===== src/rtl/line_burst_adaptor_if.sv =====
// Line-side and burst-side signal bundle for line_burst_adaptor.
// slave is the adaptor's view; master is the requester plus memory environment.
interface line_burst_adaptor_if;
    logic         pmem_read;
    logic         pmem_write;
    logic [31:0]  pmem_address;
    logic [255:0] pmem_wdata;
    logic         pmem_resp;
    logic [255:0] pmem_rdata;

    logic         burst_read;
    logic         burst_write;
    logic [31:0]  burst_address;
    logic [63:0]  burst_wdata;
    logic [63:0]  burst_rdata;
    logic         burst_resp;

    modport slave (
        input  pmem_read, pmem_write, pmem_address, pmem_wdata, burst_rdata, burst_resp,
        output pmem_resp, pmem_rdata, burst_read, burst_write, burst_address, burst_wdata
    );

    modport master (
        output pmem_read, pmem_write, pmem_address, pmem_wdata, burst_rdata, burst_resp,
        input  pmem_resp, pmem_rdata, burst_read, burst_write, burst_address, burst_wdata
    );
endinterface


===== src/rtl/line_burst_adaptor.sv =====
// Converts 256-bit line reads/writes into four 64-bit bursts, beat 0 = line bits 63:0.
// Define LINE_BURST_ADAPTOR_ALIGN_EN to force burst_address[4:0] to zero.
module line_burst_adaptor (
    input logic                  clk,
    input logic                  rst,
    line_burst_adaptor_if.slave  bus
);
    localparam logic [1:0] StIdle  = 2'd0;
    localparam logic [1:0] StRead  = 2'd1;
    localparam logic [1:0] StWrite = 2'd2;
    localparam logic [1:0] StDone  = 2'd3;

    logic [1:0]   state_q, state_d;
    logic [1:0]   beat_q, beat_d;
    logic [31:0]  addr_q, addr_d;
    logic [255:0] wline_q, wline_d;
    logic [255:0] rline_q, rline_d;
    logic [7:0]   beat_lsb;

    assign beat_lsb = {beat_q, 6'd0};

    always_comb begin
        state_d = state_q;
        beat_d  = beat_q;
        addr_d  = addr_q;
        wline_d = wline_q;
        rline_d = rline_q;
        unique case (state_q)
            StIdle: begin
                // A write wins over a simultaneous read.
                if (bus.pmem_write) begin
                    addr_d  = bus.pmem_address;
                    wline_d = bus.pmem_wdata;
                    beat_d  = 2'd0;
                    state_d = StWrite;
                end else if (bus.pmem_read) begin
                    addr_d  = bus.pmem_address;
                    beat_d  = 2'd0;
                    state_d = StRead;
                end
            end
            StRead: begin
                if (bus.burst_resp) begin
                    rline_d[beat_lsb +: 64] = bus.burst_rdata;
                    beat_d = beat_q + 2'd1;
                    if (beat_q == 2'd3) begin
                        state_d = StDone;
                    end
                end
            end
            StWrite: begin
                if (bus.burst_resp) begin
                    beat_d = beat_q + 2'd1;
                    if (beat_q == 2'd3) begin
                        state_d = StDone;
                    end
                end
            end
            StDone: begin
                // Requests are deliberately not sampled here.
                state_d = StIdle;
            end
            default: begin
                state_d = StIdle;
            end
        endcase
    end

    always_ff @(posedge clk) begin
        if (rst) begin
            state_q <= StIdle;
            beat_q  <= 2'd0;
            addr_q  <= 32'd0;
            wline_q <= 256'd0;
            rline_q <= 256'd0;
        end else begin
            state_q <= state_d;
            beat_q  <= beat_d;
            addr_q  <= addr_d;
            wline_q <= wline_d;
            rline_q <= rline_d;
        end
    end

    assign bus.pmem_resp   = (state_q == StDone);
    assign bus.pmem_rdata  = rline_q;
    assign bus.burst_read  = (state_q == StRead);
    assign bus.burst_write = (state_q == StWrite);
    assign bus.burst_wdata = (state_q == StWrite) ? wline_q[beat_lsb +: 64] : 64'd0;

`ifdef LINE_BURST_ADAPTOR_ALIGN_EN
    assign bus.burst_address = {addr_q[31:5], 5'd0};
`else
    assign bus.burst_address = addr_q;
`endif

    a_no_dual_burst: assert property (@(posedge clk) disable iff (rst)
        !(bus.burst_read && bus.burst_write));

    a_resp_single: assert property (@(posedge clk) disable iff (rst)
        bus.pmem_resp |=> !bus.pmem_resp);

endmodule


===== src/flat_wrapper.sv =====
// flat-port wrapper written by rule: the top's interface ports become plain ports
module line_burst_adaptor_flat 
  (clk, rst, bus_pmem_read, bus_pmem_write, bus_pmem_address, bus_pmem_wdata, bus_burst_rdata, bus_burst_resp, bus_pmem_resp, bus_pmem_rdata, bus_burst_read, bus_burst_write, bus_burst_address, bus_burst_wdata);
  line_burst_adaptor_if bus_i ();
  input logic clk;
  input logic rst;
  input wire logic [$bits(bus_i.pmem_read)-1:0] bus_pmem_read;
  input wire logic [$bits(bus_i.pmem_write)-1:0] bus_pmem_write;
  input wire logic [$bits(bus_i.pmem_address)-1:0] bus_pmem_address;
  input wire logic [$bits(bus_i.pmem_wdata)-1:0] bus_pmem_wdata;
  input wire logic [$bits(bus_i.burst_rdata)-1:0] bus_burst_rdata;
  input wire logic [$bits(bus_i.burst_resp)-1:0] bus_burst_resp;
  output wire logic [$bits(bus_i.pmem_resp)-1:0] bus_pmem_resp;
  output wire logic [$bits(bus_i.pmem_rdata)-1:0] bus_pmem_rdata;
  output wire logic [$bits(bus_i.burst_read)-1:0] bus_burst_read;
  output wire logic [$bits(bus_i.burst_write)-1:0] bus_burst_write;
  output wire logic [$bits(bus_i.burst_address)-1:0] bus_burst_address;
  output wire logic [$bits(bus_i.burst_wdata)-1:0] bus_burst_wdata;
  assign bus_i.pmem_read = bus_pmem_read;
  assign bus_i.pmem_write = bus_pmem_write;
  assign bus_i.pmem_address = bus_pmem_address;
  assign bus_i.pmem_wdata = bus_pmem_wdata;
  assign bus_i.burst_rdata = bus_burst_rdata;
  assign bus_i.burst_resp = bus_burst_resp;
  assign bus_pmem_resp = bus_i.pmem_resp;
  assign bus_pmem_rdata = bus_i.pmem_rdata;
  assign bus_burst_read = bus_i.burst_read;
  assign bus_burst_write = bus_i.burst_write;
  assign bus_burst_address = bus_i.burst_address;
  assign bus_burst_wdata = bus_i.burst_wdata;
  line_burst_adaptor u_core (.clk(clk), .rst(rst), .bus(bus_i));
endmodule

===== config.mk =====
export PLATFORM = sky130hd
export DESIGN_NAME = line_burst_adaptor_flat
export DESIGN_NICKNAME = d
export VERILOG_FILES = /design/src/rtl/line_burst_adaptor_if.sv /design/src/rtl/line_burst_adaptor.sv /design/src/flat_wrapper.sv
export SDC_FILE = /design/constraint.sdc
export NUM_CORES = 1
export LEC_CHECK = 0
export ABC_AREA = 1
export ABC_CLOCK_PERIOD_IN_PS = 2000
export CAP_MARGIN = 40
export CORE_AREA = 2 2 278 280
export DETAILED_ROUTE_END_ITERATION = 8
export DIE_AREA = 0 0 280 282
export HOLD_SLACK_MARGIN = 0.15
export SLEW_MARGIN = 20
export SYNTH_ARGS = -nofsm -noshare
export SYNTH_HDL_FRONTEND = slang
export SYNTH_SLANG_ARGS = --single-unit

===== constraint.sdc =====
create_clock -name clk -period 2 [get_ports clk]
set_input_delay 0.2 -clock clk [delete_from_list [all_inputs] [get_ports clk]]
set_output_delay 0.2 -clock clk [all_outputs]
set_load 0.05 [all_outputs]

After elaboration in Yosys (flattened, before gate mapping)
Cells that the tools add are included.
{"block": "op_classes", "n_addsub": 2, "multipliers": 0, "div_mod_pow": 0, "magnitude_cmp": 0, "eq_ne": 7, "shift": 3, "n_mux": 13, "n_bitwise": 0, "n_reduce_logical": 9}
{"cell": "256-bit bitwise mux", "n": 1}
{"cell": "64-bit by 10-bit variable shift with 256-bit output (first input constant)", "n": 1}
{"cell": "256-bit by 9-bit indexed part select with 64-bit output", "n": 1}
{"cell": "64-bit by 10-bit indexed part select with 256-bit output", "n": 1}
{"cell": "32-bit 2-to-1 mux", "n": 2}
{"cell": "64-bit 2-to-1 mux", "n": 1}
{"cell": "2-bit 2-to-1 mux", "n": 7}
{"cell": "8-bit negation with 10-bit output", "n": 1}
{"cell": "2-bit equality test (second input constant)", "n": 3}
{"cell": "2-bit one-hot mux with 3 select lines", "n": 1}
{"cell": "2-bit AND reduction", "n": 3}
{"cell": "3-bit AND reduction", "n": 2}
{"cell": "2-bit by 1-bit != test with 1-bit output (second input constant)", "n": 2}
{"cell": "2-bit one-hot mux with 2 select lines", "n": 1}
{"cell": "2-bit nonzero test", "n": 2}
{"cell": "3-bit != test (second input constant)", "n": 1}
{"cell": "2-bit by 1-bit adder with 2-bit output (second input constant)", "n": 1}
{"cell": "2-bit by 1-bit equality test with 1-bit output (second input constant)", "n": 1}
{"cell": "2-bit zero test", "n": 1}
{"cell": "2-bit OR reduction", "n": 1}
{"block": "word_totals", "ff_bits": 548, "latch_bits": 0, "ram_bits": 0, "mem_bits_ro": 0, "output_inout_bits": 355, "mem_count": 0}

Logic depth before layout (Yosys ltp)
Gate-level depths: netlist (run 1).
{"block": "logic_depth", "word_depth": 4, "depth_mapped": 12, "depth_no_buf": 7}

Worst setup path before layout (run 1)
OpenSTA, ideal clock, no wires.
{"block": "synth_timing", "kind": "register to output", "from": "reg u_core.beat_q[0]", "to": "out bus_burst_wdata[19]", "t_arrival_ps": 1888, "t_required_ps": 1800, "path_slack_ps": -88, "path_stages_with_launch": 8, "path_buffers": 3, "cell_sequence": "dfxtp_1 buf_4 buf_4 buf_4 nor2_1 nor2_1 o21ai_0 a21oi_1"}
{"block": "synth_via", "elab_chain_cells": 2}
{"element": "from (decl)", "line": "line_burst_adaptor.sv:14", "source": "logic [1:0] beat_q, beat_d;"}
{"element": "from (signal assigned)", "line": "line_burst_adaptor.sv:78", "source": "beat_q <= beat_d;"}
{"element": "256-bit by 9-bit indexed part select with 64-bit output", "line": "line_burst_adaptor.sv:89", "source": "assign bus.burst_wdata = (state_q == StWrite) ? wline_q[beat_lsb +: 64] : 64'd0;"}
{"element": "64-bit 2-to-1 mux", "line": "line_burst_adaptor.sv:89"}
{"element": "to (decl)", "line": "flat_wrapper.sv:18", "source": "output wire logic [$bits(bus_i.burst_wdata)-1:0] bus_burst_wdata;"}
Every way passes these cells.

Worst setup path after layout (run 1)
{"block": "layout_timing", "from": "reg u_core.beat_q[0]", "to": "out bus_burst_wdata[4]"}
The elaborated chain is that of the path after synthesis.

==> summary.txt, run 1 <==
CTS
  • Longest Clk Path Bufs: 3
  • CTS Buf Count: between 60 and 70
  • CTS H-tree depth: 3
  • Clock slew at the register clock pins of the worst setup and hold paths: about 0.060 ns
  • Clk Latency, worst-skew pair: 0.61 ns
  • TritonCTS Sinks: 548
  • CTS root buf: clkbuf_16
  • TritonCTS clock tree: done

Flow run
  • Count of max-cap constraint violations: 0

Power and ir drop
  • Total power divided by cell area: around 1300 mW/mm²
  • Overall power after layout: 46.3 mW
  • Worst IR Drop VDD: roughly 0.00065 V
  • Static power due to leakage: 15.1 nW

Logic synthesis
  • Primary flip-flop cell chosen by synthesis mapping: dfxtp_1
  • Mean instance size in the synthesized netlist: about 7 µm²
  • Flip-flop and latch count after synthesis: ~550
  • Synth cell count leaders: nor2_1, dfxtp_1, o21ai_0, a21oi_1, nand2_1
  • Count leader, synth: nor2_1
  • Syn Inst Count: slightly above 3000
  • Sequential area share after synthesis: roughly half
  • EDFF count, synth: 0
  • Cell taking the most area after synthesis: dfxtp_1
  • Netlist area before placement: approximately 0.022 mm²
  • Syn_nets: roughly 3500
  • Number of distinct library cell variants in the gate-level netlist after synthesis: 20
  • Async set-or-reset flop fraction in the synthesized netlist: 0%
  • Area share of the leading cell type in the synthesized netlist: 49.7%
  • Synthesis Warnings: 0
  • Synth area leaders: dfxtp_1, nor2_1, o21ai_0

Floorplanning
  • Number of ports placed on the die boundary: just over 700
  • Full die area: ~0.079 mm²
  • Core ar.: approximately 0.076 mm²
  • Row Count: 101
  • Y dimension of the die: between 200 and 300 µm
  • Starting density of the core: about 29%
  • Die outline width: around 280 µm

Place
  • Placed cell count: ~4600
  • PortBufs: just over 700
  • Half-perimeter wire length after placement: slightly above 60000 µm
  • DP Worst Slack: 0.0726 ns
  • Placer's final routability congestion estimate: roughly 0.84

Timing
  • Final Setup Violations: 64
  • Setup repair after global routing missed its margin: true
  • Measured slew at the worst slew-check pin: about 0.76 ns
  • Post-Route Setup TNS: -14.28 ns
  • Final cycle utilization of the critical path: 116%
  • Fmax: about 0.43 GHz
  • Max-slew violation count: 0
  • Final setup skew: 0.0239 ns
  • Final hold violations: 0
  • Tightest slew margin relative to the limit: 49.7%
  • Final critical delay including setup and external delays: about 2.3 ns
  • Post-layout worst setup margin: -0.315 ns

Global route
  • All-layer global routing usage: between 20% and 30%
  • Via count of the first global-routing pass: about 22000
  • Largest net degree at the start of global routing: ~150
  • GRT Residual Overflow: 0
  • Antenna violations before repair: 27
  • Global-route wire length before repair: 135000 µm

Run status
  • Violated checks: setup timing
  • Status: complete, but fails checks

Drt
  • Total wire length after detailed routing: about 93000 µm
  • Total number of vias: ~23000
  • Routed wire per std cell: approximately 19 µm
  • DRC violation count after routing: 0
  • Starting DRT DRC Count: between 1500 and 2000
  • Number of detailed-routing iterations run before antenna repair: 7
  • Number of routed nets with antenna violations: 0
  • Via count normalized by instance count: ~4.8

Critical path
  • Maximum fanout count along the critical path: 8
  • Kind of end point of the critical path: output port
  • Required time reported for the critical path endpoint: 1.80 ns
  • Crit-path max cell delay: approximately 0.45 ns
  • Cell Chain, Critical Path: clkbuf_16 -> clkbuf_16 -> nor2_1 -> nor2_1 -> o21ai_2 -> a21oi_4 -> buf_6
  • Slack of the worst reg-to-reg path: around 0.030 ns
  • Worst endpoint data arrival time: between 2 and 2.5 ns
  • Critical setup path kind: register to output port
  • Startpoint Class: register
  • Slowest cell on the critical path: dfxtp_4

Min path
  • Path type of the worst min-delay path: input port to register

Finish
  • Final non-filler cell total: between 4000 and 5000
  • Share of post-route cells with drive strength above 1: around 12%
  • Total number of nets in the final design: 4138
  • Area growth, synth to finish: 56.9%
## where the power goes
group          internal (mW)  switching, mW  total [mW]
sequential              12.7           1.05        13.7
clock                   7.12           5.02        12.1
combinational           7.46           12.9        20.4
total                   27.3           19.0        46.3
## routing by layer
metal  vias up  part of all wire (%)  global-route usage, %
li1      11479                     -                      -
met1     10734                    41                   26.5
met2       846                    48                   37.6
met3       170                   7.9                   5.86
met4        22                   3.3                   8.73
met5         -                  0.15                      0
## final cells by class
cell class | count | area [µm²]
antenna | 16 | 40.0
clock buffer | 100 | 2010
clock inverter | 18 | 168
fill | 7593 | 41000
inverter | 82 | 345
multi-input combinational | 2225 | 10300
sequential | 548 | 11000
tap | 978 | 1220
timing repair buffer | 846 | 9580
## path summary, 6_finish.rpt
check,cells after the start,to,start
setup / recovery,7,bus_burst_wdata[4],u_core.beat_q[0]$_SDFFE_PP0P_
hold reg to reg,2,u_core.bus.pmem_rdata[115]$_SDFFE_PP0P_,u_core.bus.pmem_rdata[115]$_SDFFE_PP0P_
setup reg to reg,9,u_core.bus.pmem_rdata[157]$_SDFFE_PP0P_,u_core.beat_q[0]$_SDFFE_PP0P_
hold / removal,3,u_core.wline_q[72]$_SDFFE_PP0P_,bus_pmem_wdata[72]
## cells by family (layout without fill, tap and decap cells)
| family | count (synthesis) | count (layout) | synth area share [%] |
|---|---|---|---|
| compound gates | 842 | 842 | 19.1 |
| fa+ha+maj | 12 | 12 | 0.680 |
| buf+inv | 336 | 1046 | 6.44 |
| flops | 548 | 548 | 49.7 |
| other cells | 0 | 16 | 0 |
| simple gates | 1371 | 1371 | 24.2 |
## cell usage in the layout (no fill, tap or decap), types with 21 or more instances in the layout
master           synthesis  layout
nor2_1                 927     883
dfxtp_1                548     546
clkdlybuf4s50_1          0     440
o21ai_0                502     421
nand2_1                305     303
a21oi_1                320     258
nand3_1                133     131
dlygate4sd2_1            0     109
o21ai_1                 20      85
dlymetal6s2s_1           0      85
clkbuf_16                0      78
buf_4                   12      77
inv_1                   78      74
buf_12                   0      74
a21oi_2                  0      52
buf_6                    3      33
nor2_2                   3      29
clkbuf_8                 0      21
## flip-flops by register name (all words and copies together) (netlist names)
| register | flops |
|---|---|
| u_core.bus.burst_address | 32 |
| u_core.bus.pmem_rdata | 256 |
| u_core.wline_q | 256 |
| u_core.state_q | 2 |
| u_core.beat_q | 2 |
## worst max-delay path: cells and delay by family (launching register included)
family          cells  cell delay, ns
flops               1            0.45
buf+inv             3            0.57
compound gates      2            0.31
simple gates        2            0.19
## through the flow
stage / cell area [µm²] / utilization, % / hold WS [ns]
3_5_place_dp: 31100 / 41.1 / 0.454
3_3_place_gp: 31100 / 41.1 / 0.452
5_1_grt: 34700 / 45.8 / 0.189
6_report: 34700 / 45.8 / 0.209
4_1_cts: 33800 / 44.6 / 0.168
2_1_floorplan: 22300 / - / 0.358
## timing repair
item	4_1_cts	5_1_grt
endpoints found under the hold margin	29	0
resized for setup	197	243
setup endpoints to repair	198	193
cloned	9	11
pin swaps	7	57
hold buffers	1	0
setup buffers	3	6
(Power assumes the default switching activity.)
==> inputs of run 2 (changes only) <==
--- a/config.mk
+++ b/config.mk
@@ -9,6 +9,8 @@
 export ABC_CLOCK_PERIOD_IN_PS = 2000
 export CAP_MARGIN = 40
 export CORE_AREA = 2 2 278 280
+export CTS_BUF_LIST = sky130_fd_sc_hd__clkbuf_2
+export CTS_CLUSTER_DIAMETER = 50
 export DETAILED_ROUTE_END_ITERATION = 8
 export DIE_AREA = 0 0 280 282
 export HOLD_SLACK_MARGIN = 0.15
==> run 2 against run 1 <==
The run still ends with setup timing left. Combinational power grew 8%. Count of clock-buffer cells in the layout grew 116. Register-to-register slack lost 0.03 ns. Hold slack gained 0.16 ns. Sequential power is essentially flat. Global-route usage grew 3.0 points. Routed wire length grew 16%. Via count grew 21%. Clock skew grew 0.14 ns. Sequential share of layout area shrank 5.2 points. Critical path type unchanged. Critical endpoint is now bus_burst_wdata[11].
==> summary.txt, run 2 (same netlist as run 1, synthesis figures left out) <==
Finish
  • Share of post-route cells with drive strength above 1: 25.0%
  • Most used cells in the layout excluding fill and tap cells: nor2_1, dlygate4sd3_1, o21ai_0, clkdlybuf4s50_1, nand2_1
  • Total number of nets in the final design: between 4000 and 5000
  • Area growth, synth to finish: 94.1%
  • Most frequent standard cell in the layout excluding fill and tap cells: nor2_1

Critical path
  • Startpoint Class: register
  • Top cell family by delay on the critical path: buffers and inverters
  • Slack of the worst reg-to-reg path: 0 ns
  • Cell Chain, Critical Path: buf_12 -> buf_12 -> clkbuf_16 -> nor2_1 -> nor2_1 -> o21ai_0 -> a21oi_1 -> buf_4
  • Worst reg-to-reg path cell count: 10
  • End of the worst register-to-register path: u_core.bus.pmem_rdata[70]$_SDFFE_PP0P_
  • Worst endpoint data arrival time: 2.75 ns
  • Maximum fanout count along the critical path: 7
  • Kind of end point of the critical path: output port
  • FF-to-FF Start: u_core.beat_q[0]$_SDFFE_PP0P_
  • Critical setup path kind: register to output port
  • Crit-path max cell delay: 0.40 ns
  • Sum of buffers and inverters on the critical path: 4
  • Required time reported for the critical path endpoint: approximately 1.8 ns
  • Slowest cell on the critical path: dfxtp_4

Floorplanning
  • Number of ports placed on the die boundary: slightly above 700
  • Die outline width: approximately 280 µm
  • Row Count: between 100 and 150
  • Y dimension of the die: around 280 µm
  • Starting density of the core: ~29%
  • Full die area: slightly below 0.08 mm²
  • Core ar.: ~0.076 mm²

Drt
  • DRC violation count after routing: 0
  • Routed wire per std cell: 18.9 µm
  • Via count normalized by instance count: roughly 4.9
  • Total number of vias: about 28000
  • Number of detailed-routing iterations run before antenna repair: 6
  • Total wire length after detailed routing: approximately 110000 µm
  • Starting DRT DRC Count: just over 2000
  • Number of routed nets with antenna violations: 0

Place
  • Half-perimeter wire length after placement: 61900 µm
  • Placer's final routability congestion estimate: roughly 0.84
  • PortBufs: approximately 710

CTS
  • Clock slew at the register clock pins of the worst setup and hold paths: roughly 0.09 ns
  • Longest Clk Path Bufs: 3
  • TritonCTS Sinks: around 550
  • TritonCTS clock tree: done
  • Clk Latency, worst-skew pair: roughly 1.3 ns
  • CTS root buf: clkbuf_2
  • CTS H-tree depth: 4
  • CTS Buf Count: between 150 and 200

Min path
  • Cell depth of the worst hold path: 6
  • Min-delay src: bus_burst_rdata[61]
  • Path type of the worst min-delay path: input port to register
  • Hold Crit Endpoint: u_core.bus.pmem_rdata[253]$_SDFFE_PP0P_

Power and ir drop
  • Worst IR Drop VDD: between 0.0006 and 0.0007 V
  • Overall power after layout: between 40 and 50 mW
  • Static power due to leakage: ~17 nW
  • Total power divided by cell area: 1040 mW/mm²

Timing
  • Measured slew at the worst slew-check pin: roughly 0.74 ns
  • Tightest slew margin relative to the limit: 50.4%
  • Post-layout worst setup margin: -0.948 ns
  • Fmax: 0.339 GHz
  • Final Setup Violations: 67
  • Setup repair after global routing missed its margin: true
  • Final cycle utilization of the critical path: 147%
  • Final-layout worst hold slack: around 0.37 ns
  • Final setup skew: between 0.15 and 0.2 ns
  • Max-slew violation count: 0
  • Final hold violations: 0
  • Final critical delay including setup and external delays: roughly 3 ns

Global route
  • Global-route wire length before repair: roughly 160000 µm
  • Largest net degree at the start of global routing: 153
  • Via count of the first global-routing pass: 27294
  • All-layer global routing usage: 25.1%
  • Antenna violations before repair: 15
  • GRT Residual Overflow: 0

Run status
  • Status: complete, but fails checks
  • Violated checks: setup timing

Flow run
  • Count of max-cap constraint violations: 0
-- run 2: changes by cell type in the layout (fill, tap and decap cells not counted), moves of 109 or more --
cell           delta
dlygate4sd3_1   +709
dfxtp_1         -290
dfxtp_2         +281
buf_8           +269
clkbuf_2        +216
dlygate4sd2_1   -109
-- run 2: worst max path at each step --
stage,start,end,slack [ns],cells after the start
6_report,u_core.beat_q[0]$_SDFFE_PP0P_,bus_burst_wdata[11],-0.95,8
5_1_grt,u_core.beat_q[0]$_SDFFE_PP0P_,bus_burst_wdata[11],-1.23,8
4_1_cts,u_core.beat_q[0]$_SDFFE_PP0P_,bus_burst_wdata[10],-1.17,6
3_5_place_dp,u_core.state_q[0]$_SDFFE_PP0P_,u_core.wline_q[77]$_SDFFE_PP0P_,0.07,7
3_3_place_gp,u_core.state_q[0]$_SDFFE_PP0P_,u_core.wline_q[77]$_SDFFE_PP0P_,0.09,7
2_1_floorplan,u_core.beat_q[1]$_SDFFE_PP0P_,bus_burst_wdata[15],0.02,6
-- run 2: timing repair --
item / 4_1_cts / 5_1_grt
pin swaps: 7 / 38
hold buffers: 710 / 0
setup buffers: 3 / 61
gates resized for setup: 184 / 2249
endpoints found under the hold margin: 548 / 0
cloned: 9 / 7
endpoints found under the setup margin: 355 / 389
-- run 2: metrics by stage --
step	std cells	util [%]	area [µm²]	worst slack, ns	TNS (ns)
finish	5707	56.7	42900	-0.948	-53.32
global route	5706	56.7	42900	-1.23	-108.76
CTS	5623	53.2	40200	-1.17	-297.01
detailed placement	4649	41.1	31100	0.0726	0
global placement	4649	41.1	31100	0.0862	0
floorplan	3109	-	22300	0.0214	0
-- run 2: worst min-delay path, stage by stage --
cell and delay, ns:
dlygate4sd3_1 0.56, clkdlybuf4s50_1 0.51, inv_1 0.08, nor2_1 0.06
nand2_1 0.06, a21oi_1 0.05
-- run 2: metal layers --
layer,vias up,GRT usage [%],routed length [µm]
li1,13215,-,-
met1,13176,28.1,41500
met4,2,13.1,5630
met3,344,6.26,7720
met2,1386,43.9,52900
met5,-,0,13
-- run 2: final cells by class --
class | instances | area, µm²
inverters | 82 | 348
fillers | 6420 | 32800
flip-flops and latches | 548 | 11400
clock buffers | 216 | 1080
clock inverters | 36 | 285
diodes | 16 | 40.0
multi-input cells | 2225 | 10200
repair buffers | 1606 | 18400
well taps | 978 | 1220
-- run 2: where the power goes --
| group | internal, mW | switching (mW) |
|---|---|---|
| sequential | 12.8 | 1.26 |
| combinational | 8.67 | 13.4 |
| clock | 3.42 | 5.07 |
| total | 24.9 | 19.7 |
==> inputs of run 3 (changes only) <==
--- a/config.mk
+++ b/config.mk
@@ -6,7 +6,7 @@
 export NUM_CORES = 1
 export LEC_CHECK = 0
 export ABC_AREA = 1
-export ABC_CLOCK_PERIOD_IN_PS = 2000
+export ABC_CLOCK_PERIOD_IN_PS = 3200
 export CAP_MARGIN = 40
 export CORE_AREA = 2 2 278 280
 export CTS_BUF_LIST = sky130_fd_sc_hd__clkbuf_2
==> constraint.sdc (replaced) <==
create_clock -name clk -period 3.2 [get_ports clk]
set_input_delay 0.32 -clock clk [delete_from_list [all_inputs] [get_ports clk]]
set_output_delay 0.32 -clock clk [all_outputs]
set_load 0.05 [all_outputs]
==> run 3 against run 2 <==
The run now ends clean. Power shrank 39%. Routed wire length shrank 1.0%. Hold slack lost 0.012 ns. Clock skew shrank 0.069 ns. Critical path type unchanged. Critical endpoint is now bus_burst_wdata[17]. Highest routed layer unchanged.
==> summary.txt, run 3 (same netlist as run 1, synthesis figures left out) <==
Run status
  • Status: completed

CTS
  • Clock slew at the register clock pins of the worst setup and hold paths: approximately 0.1 ns
  • TritonCTS Sinks: around 550
  • Clk Latency, worst-skew pair: roughly 1.2 ns
  • TritonCTS clock tree: done
  • CTS Buf Count: approximately 150
  • CTS H-tree depth: 4
  • Longest Clk Path Bufs: 3
  • CTS root buf: clkbuf_2

Drt
  • Number of detailed-routing iterations run before antenna repair: 6
  • DRC violation count after routing: 0
  • Total wire length after detailed routing: approximately 110000 µm
  • Starting DRT DRC Count: roughly 2200
  • Via count normalized by instance count: around 4.9
  • Routed wire per std cell: approximately 19 µm
  • Number of routed nets with antenna violations: 0
  • Total number of vias: roughly 28000

Critical path
  • Top cell family by delay on the critical path: buffers and inverters
  • Maximum fanout count along the critical path: 8
  • Worst endpoint data arrival time: 2.77 ns
  • Crit-path max cell delay: between 0.4 and 0.5 ns
  • Critical setup path kind: register to output port
  • Slack of the worst reg-to-reg path: approximately 0.26 ns
  • Cell Chain, Critical Path: buf_12 -> buf_8 -> buf_16 -> nor2_2 -> nor2_2 -> o21ai_2 -> a21oi_2 -> buf_6
  • Startpoint Class: register
  • Slowest cell on the critical path: dfxtp_4
  • Sum of buffers and inverters on the critical path: 4
  • Cell repeated most along the worst path: nor2_2
  • Required time reported for the critical path endpoint: approximately 2.9 ns
  • Kind of end point of the critical path: output port

Global route
  • Global-route wire length before repair: between 150000 and 200000 µm
  • Largest net degree at the start of global routing: 153
  • GRT Residual Overflow: 0
  • Antenna violations before repair: 19
  • Via count of the first global-routing pass: between 20000 and 30000
  • All-layer global routing usage: roughly 25%

Timing
  • Tightest slew margin relative to the limit: between 40% and 50%
  • Final cycle utilization of the critical path: between 90% and 100%
  • Max-slew violation count: 0
  • Final Setup Violations: 0
  • Setup repair after global routing missed its margin: true
  • Measured slew at the worst slew-check pin: approximately 0.84 ns
  • Fmax: 0.323 GHz
  • Final critical delay including setup and external delays: just over 3 ns
  • Final hold violations: 0
  • Final-layout worst hold slack: around 0.35 ns
  • Final setup skew: about 0.095 ns
  • Post-layout worst setup margin: 0.106 ns

Floorplanning
  • Number of ports placed on the die boundary: roughly 700
  • Core ar.: 0.0757 mm²
  • Full die area: roughly 0.079 mm²
  • Y dimension of the die: around 280 µm
  • Starting density of the core: between 20% and 30%
  • Die outline width: approximately 280 µm
  • Row Count: just over 100

Power and ir drop
  • Switching power summed over all nets: ~12 mW
  • Total power divided by cell area: slightly below 700 mW/mm²
  • Combinational group share of total power: between 40% and 50%
  • Overall power after layout: around 27 mW
  • Switching power as a share of total power: approximately 46%
  • Power Internal: around 15 mW
  • Worst IR Drop VDD: about 0.00057 V
  • Clk network pwr share: a little under a fifth
  • Static power due to leakage: about 16 nW
  • Sequential Power Share: 31.7%

Finish
  • Most frequent standard cell in the layout excluding fill and tap cells: nor2_1
  • Total number of nets in the final design: 4901
  • Final core occ: a little over half
  • Share of post-route cells with drive strength above 1: 10.8%
  • Most used cells in the layout excluding fill and tap cells: nor2_1, dlygate4sd3_1, clkdlybuf4s50_1, dfxtp_1, o21ai_0
  • Area growth, synth to finish: 80.2%

Place
  • DP Worst Slack: just under 0.8 ns
  • Half-perimeter wire length after placement: between 50000 and 60000 µm
  • PortBufs: slightly above 700
  • Placer's final routability congestion estimate: 0.851

Min path
  • Path type of the worst min-delay path: input port to register

Flow run
  • Count of max-cap constraint violations: 0
run 3: routing by layer:
layer  routed length, µm  global-route usage, %
met5                  27                      0
met4                5000                   12.8
met3                9200                   7.18
met2               51500                   43.2
met1               40900                   29.1
run 3: area by class of cell:
cell class	instances	area (µm²)
Multi-Input combinational cell	2225	10100
Sequential cell	548	11000
Tap cell	978	1220
Fill cell	6871	35900
Antenna cell	19	47.5
Timing Repair inverter	2	17.5
Clock buffer	209	1050
Inverter	82	368
Timing Repair Buffer	1525	15800
Clock inverter	37	231
run 3: what timing repair did:
| item | in CTS | in global routing |
|---|---|---|
| resized for setup | 102 | 173 |
| endpoints found under the hold margin | 548 | 0 |
| pin swaps | 24 | 67 |
| hold buffers | 718 | 0 |
| endpoints found under the setup margin | 67 | 60 |
| cloned | 20 | 6 |
| setup buffers | 13 | 6 |
run 3: power groups by stage:
stage	logic [mW]	clock network [mW]	registers, mW
after floorplan	5.74	0	9.52
after global placement	10.2	0	8.60
after detailed placement	10.2	0	8.63
after CTS	12.6	5.15	8.48
after global routing	14.4	5.56	8.68
final	13.5	5.03	8.58
run 3: path summary, 6_finish.rpt:
kind / start / depth (start not counted) / end
worst max-delay path: u_core.beat_q[0]$_SDFFE_PP0P_ / 8 / bus_burst_wdata[17]
worst max register to register: u_core.beat_q[0]$_SDFFE_PP0P_ / 10 / u_core.bus.pmem_rdata[45]$_SDFFE_PP0P_
worst min register to register: u_core.bus.pmem_rdata[138]$_SDFFE_PP0P_ / 2 / u_core.bus.pmem_rdata[138]$_SDFFE_PP0P_
worst min-delay path: bus_burst_rdata[52] / 4 / u_core.bus.pmem_rdata[180]$_SDFFE_PP0P_
run 3: worst reg2reg max path, stage by stage, from the launching register on:
cell,delay (ns)
dfxtp_4,0.39
buf_6,0.16
inv_6,0.12
buf_4,0.15
ha_1,0.19
inv_1,0.14
nor2_4,0.56
buf_4,0.42
nand3_1,0.11
a21oi_1,0.15
dlygate4sd3_1,0.57
run 3: metrics by stage:
stage / TNS [ns] / instance area [µm²] / instances
final: 0 / 39800 / 5625
after detailed placement: 0 / 29900 / 4599
after global placement: 0 / 29900 / 4599
after CTS: -6.78 / 39300 / 5596
after floorplan: 0 / 22100 / 3109
after global routing: -4.71 / 39800 / 5624
==> edit: new RTL, settings of run 3 <==
Add a define of `LINE_BURST_ADAPTOR_ALIGN_EN`.
--- a/src/rtl/line_burst_adaptor.sv
+++ b/src/rtl/line_burst_adaptor.sv
@@ -1,5 +1,7 @@
 // Converts 256-bit line reads/writes into four 64-bit bursts, beat 0 = line bits 63:0.
 // Define LINE_BURST_ADAPTOR_ALIGN_EN to force burst_address[4:0] to zero.
+`define LINE_BURST_ADAPTOR_ALIGN_EN
+
 module line_burst_adaptor (
     input logic                  clk,
     input logic                  rst,
Function: changed (a bounded check fails within 4 cycles, from zero or initial values and one cycle with rst high).
==> edit against run 3 <==
The run now ends with negative setup slack left. Sequential cell count decreased by 5. Sequential share of layout area decreased by 0.98 points. Core utilization grew 1.4 points. Wire length up 1.2%. Setup slack got worse by 160 ps. Sequential power down 0.6%. Synthesized cell count down 0.71%. Non-clock buffer count increased by 33. Synthesized area is 0.89% lower. Total power grew 3.7%. Design area is 2.7% higher. Highest routed layer unchanged.
==> edit: results (changes against run 3) <==
stage	metric	value	unit	change
yosys	async_flop_share	0	%	unchanged
global_route	antenna_found_initial	20		+1
yosys	synth_top_cells_by_area	dfxtp_1 (50%), nor2_1 (16%), o21ai_0 (12%)		
yosys	yosys-top-cells-count	nor2_1 (912), dfxtp_1 (543), o21ai_0 (521)		
worst_setup_path	worstReg2RegEnd	u_core.wline_q[191]$_SDFFE_PP0P_		
outcome	status	finished with violations		
clock_network	cts_buffers	149		+0.68%
final_layout	fillers	6622		-3.6%
hold_path	min_delay_worst_endpoint	u_core.bus.pmem_rdata[39]$_SDFFE_PP0P_		
final_layout	stdcell_area	0.0409	mm²	+2.7%
clock_network	clk_latency	1370	ps	+160 ps
worst_setup_path	critPathTopFamily	buffers and inverters		
worst_setup_path	worstReg2RegStart	u_core.state_q[0]$_SDFFE_PP0P_		
pwr	max-vdd-ir-drop	0.659	mV	+17%
final_layout	nets	4914		+0.27%
clock_network	root_buffer	clkbuf_2		
placed_design	dp_hpwl	56300	µm	-3.2%
outcome	violations	negative setup slack		
worst_setup_path	cp_max_fo	25		+17
placed_design	post-place-ws	683	ps	-96.3 ps
yosys	yosysMostFrequentCell	nor2_1		
global_route	grt_use_total	25.8	%	+0.47 points
global_route	grt_pass1_vias	27600		+2.3%
clock_network	cts.clk_slew.worst_paths	110	ps	
pwr	p_leak	0.0160	µW	+2.7%
yosys	syn_inst	3087		-0.71%
detailed_routing	drtIter0Drc	1909		-14%
worst_setup_path	r2r_setup_slack	110	ps	-150 ps
hold_path	worstHoldPathCells	4		unchanged
yosys	yosys_warnings	0		unchanged
yosys	synth.yosys.seq_area_share	49.6	%	about the same
worst_setup_path	crit_end	bus_burst_wdata[29]		
placed_design	placed_area	0.0301	mm²	+0.84%
yosys	ys.flop_type	dfxtp_1		
sta	finalSetupTns	-58.4	ps	-58.4 ps
hold_path	min-delay-start	bus_burst_rdata[39]		
clock_network	clk_path_buf_depth	3		unchanged
detailed_routing	firstDrtPassIters	5		-1
sta	setup_viol	2		+2
worst_setup_path	slowest_delay	380	ps	-30 ps
placed_design	port_buffers	701		-1.4%
detailed_routing	via_per_inst	4.95		+1.1%
worst_setup_path	critPathArrivalTime	2940	ps	+170 ps
detailed_routing	wl_per_cell	19.1	µm	+0.82%
worst_setup_path	ff2ff_path_depth	10		unchanged
yosys	synthDistinctLibCells	19		-5.0%
global_route	grt_max_degree	148		-3.3%
final_layout	drive_gt1_share	12.4	%	+1.5 points
global_route	grt_pass1_wl	158000	µm	+1.9%
sta	setup_slack	-56.7	ps	-163 ps
sta	hold_slack	330	ps	-22.4 ps
worst_setup_path	startpoint	u_core.beat_q[0]$_SDFFE_PP0P_		
placed_design	dp_cells	4570		-0.63%
placed_design	place_congestion	0.856		+0.61%
hold_path	hold_class	in -> reg		
sta	finClkSkew	103	ps	+8.16 ps
detailed_routing	routed_wl	108000	µm	+1.2%
worst_setup_path	critical_path.slowest_cell	dfxtp_4		
sta	worst_slew_pin_slew	811	ps	-28.0 ps
edit: cell types whose count changed in the layout (fill, tap and decap cells not counted), moves of 12 or more:
cell / change
clkbuf_2: +17
o21ai_0: -20
o21ai_1: +13
clkdlybuf4s50_1: -12
buf_4: -31
dlygate4sd3_1: +29
a21oi_2: +21
nor2_1: -36
a21oi_1: -21
buf_12: +38
edit: where the power goes:
part / switching (µW) / internal (µW)
sequential: 689 / 7840
clock: 3170 / 1960
combinational: 8850 / 5580
edit: routing by layer:
layer  vias up  share of wire [%]  global-route usage (%)
met2      1458                 47                    43.7
met1     13000                 38                    28.8
met5         -              0.020                       0
li1      13100                  -                       -
met4         4                5.7                    14.8
met3       383                8.7                    7.90
edit: what timing repair did:
item / in CTS / in global routing
pin swaps: 57 / 64
gates cloned: 27 / 3
resized for setup: 230 / 150
hold endpoints to repair: 543 / 0
endpoints found under the setup margin: 68 / 66
hold buffers: 747 / 0
buffers inserted: 20 / 9
edit: layout make-up:
class	count	share of cell area, %
timing repair inverter	1	0.0275
clock inverter	28	0.428
antenna	20	0.122
clock buffer	226	2.76
multi-input combinational	2210	25.1
inverter	82	0.859
timing repair buffer	1558	41.1
sequential	543	26.6
tap	978	2.99
edit: cell families (layout without fill, tap and decap cells):
group                    after synthesis  after routing  synth area share [%]
other                                  1             25                0.0171
AO/OA/AOI/OAI                        842            842                  19.3
buffers and inverters                338           1895                  6.40
adder cells (fa/ha/maj)               12             12                 0.686
flip-flops                           543            543                  49.6
AND/OR/NAND/NOR                     1351           1351                  24.0
edit: worst min-delay path, cell delays in order:
cell and delay (ps):
dlygate4sd3_1 540, clkdlybuf4s50_1 530, nand3_1 130, a21oi_1 60
